## src/rtl/sat_fsm_lut_tmr.sv

```systemverilog
// sat_fsm_lut_tmr: satellite-mode FSM whose next-state and output functions
// live in a runtime-loadable lookup table. The table is loaded serially into
// a shadow buffer and committed in one edge. State is held in three copies
// with bitwise majority voting. The voted value is written back every cycle,
// so a single upset is scrubbed on the next edge. Copy disagreements are
// flagged and counted for the health monitor.
module sat_fsm_lut_tmr #(
    parameter int N_IN  = 5,
    parameter int N_ST  = 2,
    parameter int N_OUT = 2,
    parameter int CNT_W = 8,
    localparam int A_W   = N_ST + N_IN,
    localparam int DEPTH = 2 ** A_W,
    localparam int N_FN  = N_ST + N_OUT,
    localparam int CFG_W = N_FN * DEPTH
) (
    input  logic             clk,
    input  logic             rst,
    input  logic [N_IN-1:0]  in_vec,
    input  logic             cfg_sdi,
    input  logic             cfg_shift,
    input  logic             cfg_commit,
    input  logic             inj_en,
    input  logic [1:0]       inj_sel,
    input  logic [N_ST-1:0]  inj_mask,
    output logic [N_ST-1:0]  state,
    output logic [N_OUT-1:0] out_vec,
    output logic             cfg_full,
    output logic             fault_flag,
    output logic [CNT_W-1:0] fault_cnt
);

    // Shift counter must be able to hold the value CFG_W itself.
    localparam int CNT_BITS = $clog2(CFG_W + 1);
    localparam logic [CNT_BITS-1:0] SHIFT_FULL = CNT_BITS'(CFG_W);

    // Loader progress: empty after reset/commit, filling while bits arrive,
    // ready once a complete table sits in the shadow buffer.
    typedef enum logic [1:0] {
        CFG_EMPTY   = 2'd0,
        CFG_FILLING = 2'd1,
        CFG_READY   = 2'd2
    } cfg_state_t;

    cfg_state_t cfg_st, cfg_nx;

    logic [CFG_W-1:0]            shadow;
    // Active table viewed as one DEPTH-bit truth table per function:
    // entries 0..N_ST-1 are next-state bits, the rest are output bits.
    logic [N_FN-1:0][DEPTH-1:0]  active;
    logic [CNT_BITS-1:0]         shift_cnt;
    logic [CNT_BITS-1:0]         shift_cnt_nx;

    logic [N_ST-1:0]  s0, s1, s2;
    logic [N_ST-1:0]  n0, n1, n2;
    logic [A_W-1:0]   addr;
    logic [N_FN-1:0]  lut_bits;
    logic [N_ST-1:0]  lut_ns;
    logic [N_OUT-1:0] lut_out;
    logic             commit_go;
    logic             mismatch;
    logic             inj0, inj1, inj2;

    // Bitwise 2-of-3 majority.
    function automatic logic [N_ST-1:0] vote3(
        input logic [N_ST-1:0] a,
        input logic [N_ST-1:0] b,
        input logic [N_ST-1:0] c
    );
        return (a & b) | (b & c) | (a & c);
    endfunction

    // Saturating increment of the fault counter.
    function automatic logic [CNT_W-1:0] sat_inc_fault(input logic [CNT_W-1:0] v);
        return (&v) ? v : v + 1'b1;
    endfunction

    // Saturating increment of the shift counter at CFG_W.
    function automatic logic [CNT_BITS-1:0] sat_inc_shift(input logic [CNT_BITS-1:0] v);
        return (v == SHIFT_FULL) ? v : v + 1'b1;
    endfunction

    assign state     = vote3(s0, s1, s2);
    assign addr      = {state, in_vec};
    assign cfg_full  = (cfg_st == CFG_READY);
    assign commit_go = cfg_commit && cfg_full;
    assign mismatch  = (s0 != s1) || (s1 != s2);

    // Table lookup: each function contributes the bit at the current address.
    for (genvar j = 0; j < N_FN; j++) begin : g_lut
        assign lut_bits[j] = active[j][addr];
    end

    assign lut_ns  = lut_bits[N_ST-1:0];
    assign lut_out = lut_bits[N_FN-1:N_ST];

    // Fault injection: only the selected copy sees the XOR mask.
    always_comb begin
        inj0 = inj_en && (inj_sel == 2'd0);
        inj1 = inj_en && (inj_sel == 2'd1);
        inj2 = inj_en && (inj_sel == 2'd2);
        n0   = lut_ns ^ (inj0 ? inj_mask : '0);
        n1   = lut_ns ^ (inj1 ? inj_mask : '0);
        n2   = lut_ns ^ (inj2 ? inj_mask : '0);
    end

    // Loader next-state: a commit empties it, each shift advances it.
    always_comb begin
        cfg_nx       = cfg_st;
        shift_cnt_nx = sat_inc_shift(shift_cnt);
        if (commit_go) begin
            cfg_nx = CFG_EMPTY;
        end else if (cfg_shift) begin
            cfg_nx = (shift_cnt_nx == SHIFT_FULL) ? CFG_READY : CFG_FILLING;
        end
    end

    // Loader state register.
    always_ff @(posedge clk) begin
        if (rst) begin
            cfg_st <= CFG_EMPTY;
        end else begin
            cfg_st <= cfg_nx;
        end
    end

    // Shadow buffer, shift count and active table; commit takes priority over
    // shift so a bit arriving on the commit edge is dropped.
    always_ff @(posedge clk) begin
        if (rst) begin
            shadow    <= '0;
            active    <= '0;
            shift_cnt <= '0;
        end else if (commit_go) begin
            active    <= shadow;
            shift_cnt <= '0;
        end else if (cfg_shift) begin
            shadow    <= {cfg_sdi, shadow[CFG_W-1:1]};
            shift_cnt <= shift_cnt_nx;
        end
    end

    // Triplicated state and registered outputs. Every copy reloads from the
    // voted lookup, which scrubs any single corrupted copy each cycle.
    always_ff @(posedge clk) begin
        if (rst || commit_go) begin
            s0      <= '0;
            s1      <= '0;
            s2      <= '0;
            out_vec <= '0;
        end else begin
            s0      <= n0;
            s1      <= n1;
            s2      <= n2;
            out_vec <= lut_out;
        end
    end

    // Disagreement flag and saturating counter for the health monitor.
    always_ff @(posedge clk) begin
        if (rst) begin
            fault_flag <= 1'b0;
            fault_cnt  <= '0;
        end else begin
            fault_flag <= mismatch;
            if (mismatch) begin
                fault_cnt <= sat_inc_fault(fault_cnt);
            end
        end
    end

endmodule

```

## config.mk

```make
export PLATFORM = sky130hd
export DESIGN_NAME = sat_fsm_lut_tmr
export DESIGN_NICKNAME = d
export VERILOG_FILES = /design/src/rtl/sat_fsm_lut_tmr.sv
export SDC_FILE = /design/constraint.sdc
export NUM_CORES = 2
export LEC_CHECK = 0
export ABC_AREA = 1
export BUFFER_PORTS_ARGS = -buffer_cell sky130_fd_sc_hd__buf_4
export CAP_MARGIN = 20
export CORE_MARGIN = 1.5
export CORE_UTILIZATION = 60
export DETAILED_ROUTE_END_ITERATION = 16
export GPL_ROUTABILITY_DRIVEN = 0
export PLACE_DENSITY = 0.8
export SYNTH_ARGS = -nofsm -noshare
export SYNTH_HDL_FRONTEND = slang
export SYNTH_SLANG_ARGS = --single-unit
export TNS_END_PERCENT = 100
```

## constraint.sdc

```tcl
create_clock -name clk -period 2.11 [get_ports clk]
set_input_delay 0.3165 -clock clk [delete_from_list [all_inputs] [get_ports clk]]
set_output_delay 0.3165 -clock clk [all_outputs]
set_load 0.01 [all_outputs]
```

==> reports/results.tsv <==
metric	value	unit
avgSynthCellArea	7.243	um^2
wl_met3	7290	um
syn-num-nets	5834	
status	complete, no violations	
syn_area	42100	um^2
fin_crit	2.016	ns
dpl_cell_area	42820	um^2
drt_iter0_markers	4051	
cts_tree	done	
grt.overflow.total	0	
r2r_cells	8	
drive_gt1_share	5.335	%
synth-simple-area-share	28.67	%
place_ws	0.1323	ns
fp.dieArea	71760	um^2
fin_cells	6554	
antenna_found_initial	0	
nFillCells	5814	
clk_latency	0.66	ns
dp.cells	6365	
synth-async-reset-ratio	0	%
maxSlewViolCount	0	
path_max_fanout	8	
dp_hpwl	56340	um
dieHeight	267.9	um
syn_inst	5812	
ios	29	
required	1.79	ns
die_x	267.9	um
route.detailed.drc	0	
ys_warn_count	0	
cap_violations	0	
finalCritPeriodShare	95.55	%
seq_area_frac_synth	50.08	%
clk_pin_slew	0.06	ns
synth_top_family_by_area	simple AND/OR/NAND/NOR gates	
finalSetupViolCount	0	
max_freq	496.0	MHz
diodes	0	
holdPathStages	5	
clock_sinks	1053	
synth.most_common_cell	nor2_1	
layout.nets	5565	
path_cells	ha_1 -> inv_1 -> nand3_1 -> buf_6 -> buf_4	
ctsHtreeMaxLevel	3	
cts_buffer_depth	3	
wirelength	106100	um
synth_top_area_share	50.08	%
p_leak	16.98	nW
stdcell_area	46330	um^2
core_area	69070	um^2
grt_max_degree	180	
cp_slowest_cell	dfxtp_1	
vias	38348	
synth_compound_area_share	15.16	%
worst_pin_slew	0.8641	ns
rows	96	
root_buffer	clkbuf_16	
peakVddDrop	0.8448	mV
cp_slowest_stage_delay	0.35	ns
worst_slack	0.09386	ns
track_usage	28.96	%
ys.flop_type	dfxtp_1	
worst_setup_path_start_kind	flop	
cp-end-kind	output port	
routed.top_layer	met4	
tns	0	ns
synth_seq_cells	1053	
synth_area_leaders	dfxtp_1 (50%), nor2_1 (11%), nand3_1 (9.6%)	
grt_first_pass_wirelength	175400	um
yosysTopAreaCell	dfxtp_1	
crit_arrival	1.70	ns
ant_nets	0	
synth_mux_area_share	0	%
port_buffers	28	
wl_met2	49100	um
hold_path.class	in2reg	
hold_violations	0	
synth_common_cells	nor2_1 (1179), dfxtp_1 (1053), nand2_1 (919)	
worstSetupPathType	reg2out	
wl_met1	47200	um
fin_skew	0.01127	ns
rsz0062_at_grt	false	
start_util	60.95	%
synth_cell_types	29	
postLayoutCoreUtil	67.08	%
vias_per_cell	5.851	
cts_buffers	103	
synth_edf_count	0	
grt_pass1_vias	35265	
slew_headroom	42.39	%
wl_per_cell	16.19	um
dr.pass1.iters	6	
power-per-cell-area	943.0	nW/um^2
synth-adder-area-share	0.2081	%
synth-xor-area-share	0.1456	%
synthToLayoutAreaGrowth	10.06	%
-- cell families (layout without fill, tap and decap cells) --
group                    count (synthesis)  count (layout)
adder cells (fa/ha/maj)                  7               7
AO/OA/AOI/OAI                         1255            1255
XOR/XNOR                                 7               7
buffers and inverters                  563             374
flip-flops                            1053            1053
AND/OR/NAND/NOR                       2927            2927
-- final cells by class --
cell class / instances / area [um^2] / share of cell area (%)
well taps: 931 / 1165 / 2.514
multi-input cells: 4196 / 18620 / 40.19
repair buffers: 132 / 1802 / 3.889
flip-flops and latches: 1053 / 21080 / 45.50
inverters: 57 / 239.0 / 0.5158
clock buffers: 162 / 3102 / 6.695
clock inverters: 23 / 324.1 / 0.6995
-- cells in the final DEF, fill, tap and decap left out, types with 2 or more instances in the layout --
| cell type | count |
|---|---|
| o21ai_1 | 7 |
| nor4_1 | 3 |
| nand2_1 | 918 |
| a21oi_1 | 529 |
| nand3b_1 | 2 |
| nand4_1 | 5 |
| inv_8 | 4 |
| inv_1 | 49 |
| ha_1 | 7 |
| o22ai_1 | 64 |
| clkinv_1 | 3 |
| o21ai_0 | 649 |
| buf_8 | 2 |
| clkbuf_8 | 27 |
| a21oi_2 | 3 |
| dlygate4sd3_1 | 2 |
| o211ai_1 | 3 |
| dfxtp_1 | 1053 |
| clkbuf_16 | 106 |
| bufinv_16 | 8 |
| xor2_1 | 7 |
| nor3_1 | 6 |
| nand3_1 | 805 |
| buf_12 | 59 |
| clkinv_2 | 13 |
| nor2_1 | 1179 |
| clkbuf_1 | 31 |
| buf_4 | 65 |
| nand3_2 | 4 |
-- worst max-delay path, delay by kind of cell (launching register included) --
family | cells | cell delay, ns
DFF | 1 | 0.35
and+or+nand+nor | 1 | 0.11
adders and majority gates | 1 | 0.14
buffers and inverters | 3 | 0.44
-- stage by stage --
step / hold slack, ns / power, mW
floorplan: 0.4379 / 23.95
global placement: 0.4458 / 25.26
detailed placement: 0.4488 / 25.37
CTS: 0.06431 / 43.81
global route: 0.08696 / 45.19
finish: 0.08856 / 43.69
-- per-layer routing --
metal	vias to the layer above	global-route usage, %
met3	202	4.188
li1	18704	-
met4	0	8.627
met2	1332	48.42
met1	18110	38.88
met5	-	0
-- state kept, by name, summed over array words and instances, names as in the netlist --
signal      flops
out_vec         2
shift_cnt      10
s2              2
s0              2
fault_cnt       8
fault_flag      1
cfg_st          2
s1              2
shadow        512
active        512
-- where the power goes --
group | leakage, nW | internal, mW | switching (mW)
combinational | 6.70 | 1.24 | 2.64
sequential | 8.59 | 20.6 | 0.548
clock | 1.69 | 11.0 | 7.64
-- final timing paths --
| check | slack, ns | end | start |
|---|---|---|---|
| setup reg to reg | 0.14 | shadow[467]$_SDFFE_PP0P_ | cfg_st[1]$_SDFFE_PP0P_ |
| setup / recovery | 0.09 | state[0] | s2[0]$_SDFF_PP0_ |
| hold / removal | 0.09 | s0[1]$_SDFF_PP0_ | inj_mask[1] |
| hold reg to reg | 0.46 | active[358]$_SDFFE_PP0P_ | active[358]$_SDFFE_PP0P_ |
-- what timing repair did --
action / in CTS / in global routing
setup buffers: 0 / 1
pin swaps: 0 / 1
gates cloned: 1 / 1
endpoints found under the hold margin: 2 / 0
gates resized for setup: 0 / 1
setup endpoints to repair: 1 / 3
hold buffers: 2 / 0
Power figures use the tool's default switching activity.
